==> config.mk <==
export PLATFORM = sky130hd
export DESIGN_NAME = logic_capture_buffer
export DESIGN_NICKNAME = d
export VERILOG_FILES = /design/src/rtl/logic_capture_buffer.sv
export SDC_FILE = /design/constraint.sdc
export NUM_CORES = 1
export LEC_CHECK = 0
export ABC_AREA = 1
export CAP_MARGIN = 10
export CORE_AREA = 2 2 177 222
export DETAILED_ROUTE_END_ITERATION = 12
export DIE_AREA = 0 0 179 224
export GPL_ROUTABILITY_DRIVEN = 0
export GPL_TIMING_DRIVEN = 0
export HOLD_SLACK_MARGIN = 0.06
export PLACE_DENSITY = 0.79
export SLEW_MARGIN = 20
export SYNTH_ARGS = -nofsm -noshare
export SYNTH_HDL_FRONTEND = slang
export SYNTH_SLANG_ARGS = --single-unit
==> constraint.sdc <==
create_clock -name clk -period 3.3 [get_ports clk]
set_clock_uncertainty 0.15 [all_clocks]
set_input_delay 0.33 -clock clk [delete_from_list [all_inputs] [get_ports clk]]
set_output_delay 0.33 -clock clk [all_outputs]
set_load 0.02 [all_outputs]
==> src/rtl/logic_capture_buffer.sv <==
// -----------------------------------------------------------------------------
// logic_capture_buffer
// Multi-channel logic-analyser capture buffer. After arm, samples (taken only
// on ena=1 cycles) are written into a circular buffer. PRETRIG samples are kept
// ahead of the trigger; the trigger sample plus the following samples fill the
// rest of the DEPTH-entry window. The window is then read out oldest first,
// one sample per rd_req pulse.
//
// Optional feature macro: CAPTURE_EDGE_TRIG_EN
//   defined   -> trigger on a rising edge of the match condition
//   undefined -> trigger on the match level
//
// Ports
//   clk        clock
//   rst_n      synchronous active-low reset
//   ena        sample enable
//   sample_in  channel inputs            [CHANNELS]
//   trig_mask  1 = channel in trigger    [CHANNELS]
//   trig_value required level per channel[CHANNELS]
//   arm        start-capture pulse (honoured only in IDLE)
//   rd_req     readout request, one sample per pulse (honoured only in DONE)
//   rd_data    read sample, held while rd_valid=0 [CHANNELS]
//   rd_valid   one-cycle pulse marking rd_data
//   done       capture complete, buffer readable
//   state      FSM code: IDLE=0 PRE=1 ARMED=2 POST=3 DONE=4
// -----------------------------------------------------------------------------
module logic_capture_buffer #(
   parameter int CHANNELS = 7,
   parameter int DEPTH    = 64,
   parameter int PRETRIG  = 16
) (
   input  logic                clk,
   input  logic                rst_n,
   input  logic                ena,
   input  logic [CHANNELS-1:0] sample_in,
   input  logic [CHANNELS-1:0] trig_mask,
   input  logic [CHANNELS-1:0] trig_value,
   input  logic                arm,
   input  logic                rd_req,
   output logic [CHANNELS-1:0] rd_data,
   output logic                rd_valid,
   output logic                done,
   output logic [2:0]          state
);

   localparam int AW = $clog2(DEPTH);
   localparam int CW = AW + 1;
   localparam logic [CW-1:0] PRE_CNT  = CW'(PRETRIG);
   localparam logic [CW-1:0] POST_CNT = CW'(DEPTH - PRETRIG);
   localparam logic [AW-1:0] PRE_OFS  = AW'(PRETRIG);
   localparam logic [AW-1:0] RD_LAST  = AW'(DEPTH - 1);

   typedef enum logic [2:0] {
      S_IDLE  = 3'd0,
      S_PRE   = 3'd1,
      S_ARMED = 3'd2,
      S_POST  = 3'd3,
      S_DONE  = 3'd4
   } state_t;

   state_t              r_state;
   state_t              w_state_next;
   logic [CHANNELS-1:0] r_mem [DEPTH];
   logic [AW-1:0]       r_wptr;
   logic [AW-1:0]       r_rptr;
   logic [AW-1:0]       r_trig_addr;
   logic [AW-1:0]       r_rd_cnt;
   logic [CW-1:0]       r_cnt;
   logic                r_done;
   logic                r_rd_valid;
   logic [CHANNELS-1:0] r_rd_data;

   logic w_match;
   logic w_trig;
   logic w_write;
   logic w_cnt_hit_pre;
   logic w_cnt_hit_post;
   logic w_read_last;

   assign w_match        = (((sample_in ^ trig_value) & trig_mask) == {CHANNELS{1'b0}});
   assign w_write        = ena && ((r_state == S_PRE) || (r_state == S_ARMED) || (r_state == S_POST));
   assign w_cnt_hit_pre  = ((r_cnt + CW'(1)) == PRE_CNT);
   assign w_cnt_hit_post = ((r_cnt + CW'(1)) == POST_CNT);
   assign w_read_last    = (r_state == S_DONE) && rd_req && (r_rd_cnt == RD_LAST);

`ifdef CAPTURE_EDGE_TRIG_EN
   logic r_prev_match;

   // Match history; held at 1 outside ARMED so a match already present on entry needs a mismatch first
   always_ff @(posedge clk) begin
      if (!rst_n) begin
         r_prev_match <= 1'b1;
      end else if (r_state != S_ARMED) begin
         r_prev_match <= 1'b1;
      end else if (ena) begin
         r_prev_match <= w_match;
      end else begin
         r_prev_match <= r_prev_match;
      end
   end

   assign w_trig = (r_state == S_ARMED) && ena && w_match && !r_prev_match;
`else
   assign w_trig = (r_state == S_ARMED) && ena && w_match;
`endif

   // FSM state register
   always_ff @(posedge clk) begin
      if (!rst_n) begin
         r_state <= S_IDLE;
      end else begin
         r_state <= w_state_next;
      end
   end

   // FSM next-state logic
   always_comb begin
      w_state_next = r_state;
      case (r_state)
         S_IDLE: begin
            if (arm) begin
               w_state_next = (PRE_CNT == {CW{1'b0}}) ? S_ARMED : S_PRE;
            end else begin
               w_state_next = S_IDLE;
            end
         end
         S_PRE: begin
            if (ena && w_cnt_hit_pre) begin
               w_state_next = S_ARMED;
            end else begin
               w_state_next = S_PRE;
            end
         end
         S_ARMED: begin
            // A one-sample post window is filled by the trigger itself
            if (w_trig) begin
               w_state_next = (POST_CNT == CW'(1)) ? S_DONE : S_POST;
            end else begin
               w_state_next = S_ARMED;
            end
         end
         S_POST: begin
            if (ena && w_cnt_hit_post) begin
               w_state_next = S_DONE;
            end else begin
               w_state_next = S_POST;
            end
         end
         S_DONE: begin
            if (w_read_last) begin
               w_state_next = S_IDLE;
            end else begin
               w_state_next = S_DONE;
            end
         end
         default: w_state_next = S_IDLE;
      endcase
   end

   // Sample storage; contents survive reset
   always_ff @(posedge clk) begin
      if (rst_n && w_write) begin
         r_mem[r_wptr] <= sample_in;
      end
   end

   // Pointers, counters, trigger address and read port
   always_ff @(posedge clk) begin
      if (!rst_n) begin
         r_wptr      <= {AW{1'b0}};
         r_rptr      <= {AW{1'b0}};
         r_trig_addr <= {AW{1'b0}};
         r_rd_cnt    <= {AW{1'b0}};
         r_cnt       <= {CW{1'b0}};
         r_done      <= 1'b0;
         r_rd_valid  <= 1'b0;
         r_rd_data   <= {CHANNELS{1'b0}};
      end else begin
         r_rd_valid <= 1'b0;
         r_done     <= (w_state_next == S_DONE);
         if (w_write) begin
            r_wptr <= r_wptr + AW'(1);
         end
         case (r_state)
            S_IDLE: begin
               if (arm) begin
                  r_cnt <= {CW{1'b0}};
               end
            end
            S_PRE: begin
               if (ena) begin
                  // Cleared on the way to ARMED so it can count the post window
                  r_cnt <= w_cnt_hit_pre ? {CW{1'b0}} : (r_cnt + CW'(1));
               end
            end
            S_ARMED: begin
               if (w_trig) begin
                  r_trig_addr <= r_wptr;
                  r_cnt       <= CW'(1);
                  r_rptr      <= r_wptr - PRE_OFS;
                  r_rd_cnt    <= {AW{1'b0}};
               end
            end
            S_POST: begin
               if (ena) begin
                  r_cnt <= r_cnt + CW'(1);
                  if (w_cnt_hit_post) begin
                     r_rptr   <= r_trig_addr - PRE_OFS;
                     r_rd_cnt <= {AW{1'b0}};
                  end
               end
            end
            S_DONE: begin
               if (rd_req) begin
                  r_rd_data  <= r_mem[r_rptr];
                  r_rd_valid <= 1'b1;
                  r_rptr     <= r_rptr + AW'(1);
                  r_rd_cnt   <= r_rd_cnt + AW'(1);
               end
            end
            default: begin
               r_cnt <= {CW{1'b0}};
            end
         endcase
      end
   end

   assign state    = r_state;
   assign done     = r_done;
   assign rd_valid = r_rd_valid;
   assign rd_data  = r_rd_data;

endmodule
==> flow_metrics.tcl, run 1 <==
set metrics [dict create \
    status "complete, no violations" \
    synth_edf_count 448 \
    crit_type "reg -> reg" \
    grt-ovfl-total 0 \
    setup_tns_ps 0 \
    finalCritPeriodShare_pct 91.3 \
    start_util_pct 54.5 \
    worst-r2r-setup-slack_ps 290 \
    rsz0062_at_grt "no" \
    clk_latency_ps 560 \
    dpl.cell_count 2499 \
    syn_to_final_growth_pct 11.6 \
    drt_drc_violations_left 0 \
    cp_max_fo 10 \
    via_per_inst 5.80 \
    antenna_found_initial 0 \
    cts_buffers 42 \
    yosysUniqueCellTypes 41 \
    num_io_pins 38 \
    yosysWarnings 0 \
    post_route_cells_drive_above_1_share_pct 5.70 \
    grt_max_degree 67 \
    required_ps 3640 \
    cts_max_path_buffers 3 \
    finalPower_mw 11.7 \
    num_rows 80 \
    synth-seq-area-share_pct 69.3 \
    cap_violations 0 \
    ant_nets 0 \
    htree_levels 2 \
    ir_drop_mv 0.495 \
    clk_pin_slew_ps 60 \
    cts_root_buf "clkbuf_16" \
    p_per_area_nw_per_um2 506 \
    ys_ff_latch 491 \
    p_leak_nw 8.45 \
    grt_usage_pct 27.6 \
    end_kind "register" \
    period_minus_slack_ps 3010 \
    drt_iter0_drc 1899 \
    postCtsSetupBuffers 0 \
    synthArstFlopShare_pct 0 \
    diodes 0 \
    hpwl_um 37500 \
    hold_class "in -> reg" \
    postSynthAreaPerCell_um2 10.5 \
    synthCells 1965 \
    tightest_slew_ps 788 \
    vias 15000 \
    cts_resized 0 \
    synth_flop_cell "edfxtp_1" \
    post_dp_cell_area_um2 21800 \
    design_area_um2 23000 \
    synth_nets 1995 \
    fp.dieH_um 224 \
    crit_path_start_kind "register" \
    max_slew_margin_pct 47.5 \
    drt_pass1_iterations 6 \
    arrival_ps 3360 \
    dieWidth_um 179 \
    synth_area_um2 20700 \
    grt_pass1_wl_um 82000 \
    slew_viol_final 0 \
    wirelength_um 54300 \
    coreArea_um2 37900 \
    nNetsFinal 2085 \
    dieArea_um2 40100 \
    wire_per_inst_um 21.0 \
    max_freq_mhz 332 \
    setup_violations 0 \
    final_cell_count_no_fill 2579 \
    grt_pass1_vias 14300 \
    port_buffers 37 \
    cts_tree "done" \
    finalHoldViolations 0 \
    clkSinkCount 491 \
]
==> area by class of cell <==
class	count	area, um^2
sequential	491	14300
multi-input combinational	1310	5690
timing repair buffer	46	531
clock buffer	59	1140
clock inverter	17	101
fill	2812	14900
inverter	64	240
tap	492	616
buffer	100	420
==> synth_stat cells, types with 2 or more instances <==
| cell type | instances | area [um^2] |
|---|---|---|
| a21oi_1 | 80 | 400 |
| a21oi_4 | 2 | 32.5 |
| buf_1 | 17 | 63.8 |
| buf_2 | 33 | 165 |
| clkbuf_1 | 49 | 184 |
| clkinv_1 | 2 | 7.51 |
| dfxtp_1 | 43 | 861 |
| edfxtp_1 | 448 | 13500 |
| ha_1 | 4 | 50.1 |
| inv_1 | 56 | 210 |
| inv_2 | 6 | 22.5 |
| nand2_1 | 741 | 2780 |
| nand2_2 | 3 | 18.8 |
| nand3_1 | 281 | 1410 |
| nand3b_1 | 3 | 22.5 |
| nand4_1 | 3 | 18.8 |
| nand4_2 | 2 | 25.0 |
| nor2_1 | 116 | 435 |
| nor2_2 | 3 | 18.8 |
| nor2_4 | 2 | 22.5 |
| nor3_1 | 14 | 70.1 |
| o21a_1 | 9 | 67.6 |
| o21ai_0 | 20 | 100 |
| o21ai_1 | 4 | 20.0 |
| o22ai_1 | 2 | 12.5 |
| or2_2 | 2 | 12.5 |
| xor2_1 | 6 | 52.6 |
==> state kept, by name, indices dropped and copies added (netlist names) <==
register,cells
rd_valid,1
r_cnt,7
r_rptr,6
r_mem,448
r_rd_cnt,6
r_wptr,6
r_trig_addr,6
state,3
done,1
rd_data,7
==> layer usage <==
metal	up-vias	global-route usage (%)	routed length, um
met5	-	0	0
met1	6960	34.1	19400
li1	6887	-	-
met3	194	4.67	5070
met4	0	15.4	3460
met2	930	45.9	26300
==> placed cells by master (no fill, tap or decap), types with 8 or more instances in the layout <==
cell             instances
a21oi_1                 80
buf_1                   17
buf_2                   33
buf_4                    8
clkbuf_1                65
clkbuf_16               43
clkdlybuf4s50_1         30
clkinv_1                14
dfxtp_1                 43
edfxtp_1               448
inv_1                   56
nand2_1                741
nand3_1                281
nor2_1                 116
nor3_1                  14
o21a_1                   9
o21ai_0                 20
==> repair_timing <==
| action | 4_1_cts | 5_1_grt |
|---|---|---|
| hold endpoints to repair | 22 | 0 |
| endpoints found under the setup margin | 0 | 0 |
| hold buffers | 4 | 0 |
==> worst paths after layout <==
path	from	endpoint	depth (start not counted)
hold reg to reg	r_trig_addr[2]	r_trig_addr[2]	2
setup / recovery	r_rptr[2]	rd_data[2]	11
hold / removal	sample_in[2]	r_mem[41][2]	2
setup reg to reg	r_rptr[2]	rd_data[2]	11
==> logic make-up (layout without fill, tap and decap cells) <==
kind of cell | after synthesis | after routing | share of synthesized area (%)
buffers and inverters | 164 | 286 | 3.20
XOR/XNOR | 6 | 6 | 0.254
adder cells (fa/ha/maj) | 4 | 4 | 0.242
AO/OA/AOI/OAI | 122 | 122 | 3.26
AND/OR/NAND/NOR | 1178 | 1178 | 23.8
flip-flops | 491 | 491 | 69.3
==> per-stage QoR <==
step	hold slack, ps	utilization, %	setup WS (ps)
finish	155	60.8	286
global route	171	60.8	232
floorplan	279	-	856
global placement	289	57.1	-1200
detailed placement	297	57.4	56.0
CTS	172	60.8	436
==> where the power goes <==
group	leakage (nW)	internal [mW]	switching [mW]
Clock	0.594	2.48	2.12
Sequential	4.37	6.78	0.0122
Combinational	3.48	0.0741	0.191
Total	8.45	9.34	2.33
==> worst max-delay path, stage by stage (launching register included) <==
cell	delay (ps)
dfxtp_1	360
inv_1	160
clkbuf_1	580
buf_1	530
nand3_1	270
nand3_1	130
nand3_1	250
nand2_1	150
nand2_1	70
nand3_1	160
nand2_1	70
inv_1	60
(Power assumes the default switching activity.)
==> inputs of run 2 (changes only) <==
CORE_AREA = 2 2 231 290   (was 2 2 177 222)
DIE_AREA = 0 0 233 292   (was 0 0 179 224)
HOLD_SLACK_MARGIN = not set   (was 0.06)
PLACE_DENSITY = 0.54   (was 0.79)
==> flow_metrics.tcl, run 2 (same netlist as run 1, synthesis figures left out) <==
set metrics [dict create \
    crit_path_start_kind "register" \
    fillers 6409 \
    final_cell_mix "741 x nand2_1, 448 x edfxtp_1, 281 x nand3_1, 116 x nor2_1, 80 x a21oi_1" \
    via_per_inst 4.93 \
    ir_drop_mv 0.317 \
    antenna_found_initial 0 \
    hpwl_um 43400 \
    post-place-ws_ps -26.5 \
    htree_levels 2 \
    cts_resized 0 \
    nNetsFinal 2091 \
    cap_violations 0 \
    drt_pass1_iterations 5 \
    vias 14500 \
    period_minus_slack_ps 3030 \
    hold_class "in -> reg" \
    drt_drc_violations_left 0 \
    grt-ovfl-total 0 \
    num_rows 105 \
    cts_buffers 46 \
    grt_usage_pct 17.8 \
    layout_setup_ws_ps 269 \
    dpl.cell_count 2866 \
    start_util_pct 31.6 \
    hold_buffers 3 \
    max_freq_mhz 330 \
    cts_root_buf "clkbuf_16" \
    finalCritPeriodShare_pct 91.9 \
    final_cell_count_no_fill 2945 \
    required_ps 3330 \
    crit_path_max_incr_delay_ps 710 \
    end_kind "register" \
    post_route_cells_drive_above_1_share_pct 6.61 \
    cts_tree "done" \
    largest_reg_flops 448 \
    arrival_ps 3060 \
    slew_viol_final 0 \
    wirelength_um 60400 \
    diodes 0 \
    clk_pin_slew_ps 60 \
    timing.hold.ws_ps 61.9 \
    finalHoldViolations 0 \
    postCtsSetupBuffers 0 \
    port_buffers 37 \
    crit_type "reg -> reg" \
    cts_max_path_buffers 3 \
    drt_iter0_drc 1274 \
    largest_register "r_mem" \
    p_leak_nw 8.56 \
    final_common_cell "nand2_1" \
    tightest_slew_ps 873 \
    setup_tns_ps 0 \
    design_area_um2 23700 \
    wire_per_inst_um 20.5 \
    fp.dieH_um 292 \
    p_per_area_nw_per_um2 512 \
    num_io_pins 38 \
    ant_nets 0 \
    grt_pass1_wl_um 89800 \
    max_slew_margin_pct 41.8 \
    finalPower_mw 12.1 \
    crit_chain "nor2_2, nor3_2, inv_2, nor2_4, nand2_1, nor2_1" \
    dieArea_um2 68000 \
    clkSinkCount 491 \
    grt_max_degree 58 \
    post_dp_cell_area_um2 22300 \
    grt_pass1_vias 14100 \
    slowest_stage "nor2_1" \
    syn_to_final_growth_pct 14.7 \
    status "complete, no violations" \
    coreArea_um2 65300 \
    postLayoutCoreUtil_pct 36.3 \
    clk_latency_ps 570 \
    dieWidth_um 233 \
    cp_max_fo 8 \
    setup_violations 0 \
    rsz0062_at_grt "no" \
]
==> run 2: cell types whose count changed in the layout (fill, tap and decap cells not counted), moves of 2 or more <==
cell	before	now
clkbuf_1	65	57
clkbuf_16	43	47
clkbuf_2	0	3
clkbuf_8	0	7
clkinv_1	14	6
buf_16	5	3
buf_12	0	4
==> run 2: where the power goes <==
group	leakage [nW]	internal (mW)	switching, mW	total [mW]
combinational	3.50	0.0762	0.208	0.284
clock	0.692	2.84	2.20	5.04
sequential	4.37	6.79	0.0112	6.80
total	8.56	9.70	2.42	12.1
==> run 2: area by class of cell <==
class,instances,area (um^2),share of cell area (%)
multi-input combinational,1310,5690,24.0
clock inverter,11,85.1,0.359
inverter,64,240,1.01
timing repair buffer,48,553,2.33
sequential,491,14300,60.4
clock buffer,65,1320,5.56
tap,856,1070,4.52
buffer,100,420,1.77
==> run 2: worst max-delay path: cells and delay by family, from the launching register on <==
family	cells	cell delay, ps
AND/OR/NAND/NOR	5	1820
flip-flops	1	520
buffers and inverters	1	150
==> run 2: worst paths after layout <==
| kind | from | slack, ps | cells past startpoint | to |
|---|---|---|---|---|
| max | state[0] | 270 | 6 | r_mem[19][5] |
| min | sample_in[2] | 60 | 1 | r_mem[22][2] |
| max reg2reg | state[0] | 270 | 6 | r_mem[19][5] |
| min reg2reg | r_trig_addr[4] | 310 | 2 | r_trig_addr[4] |
==> run 2: routing by layer <==
metal	vias to the layer above	routed length (um)	part of all wire, %	track usage (%)
met3	120	3330	5.5	2.28
met1	7014	24300	40	22.0
met2	489	30200	50	31.0
li1	6899	-	-	-
met5	-	0	0	0
met4	0	2570	4.3	7.50
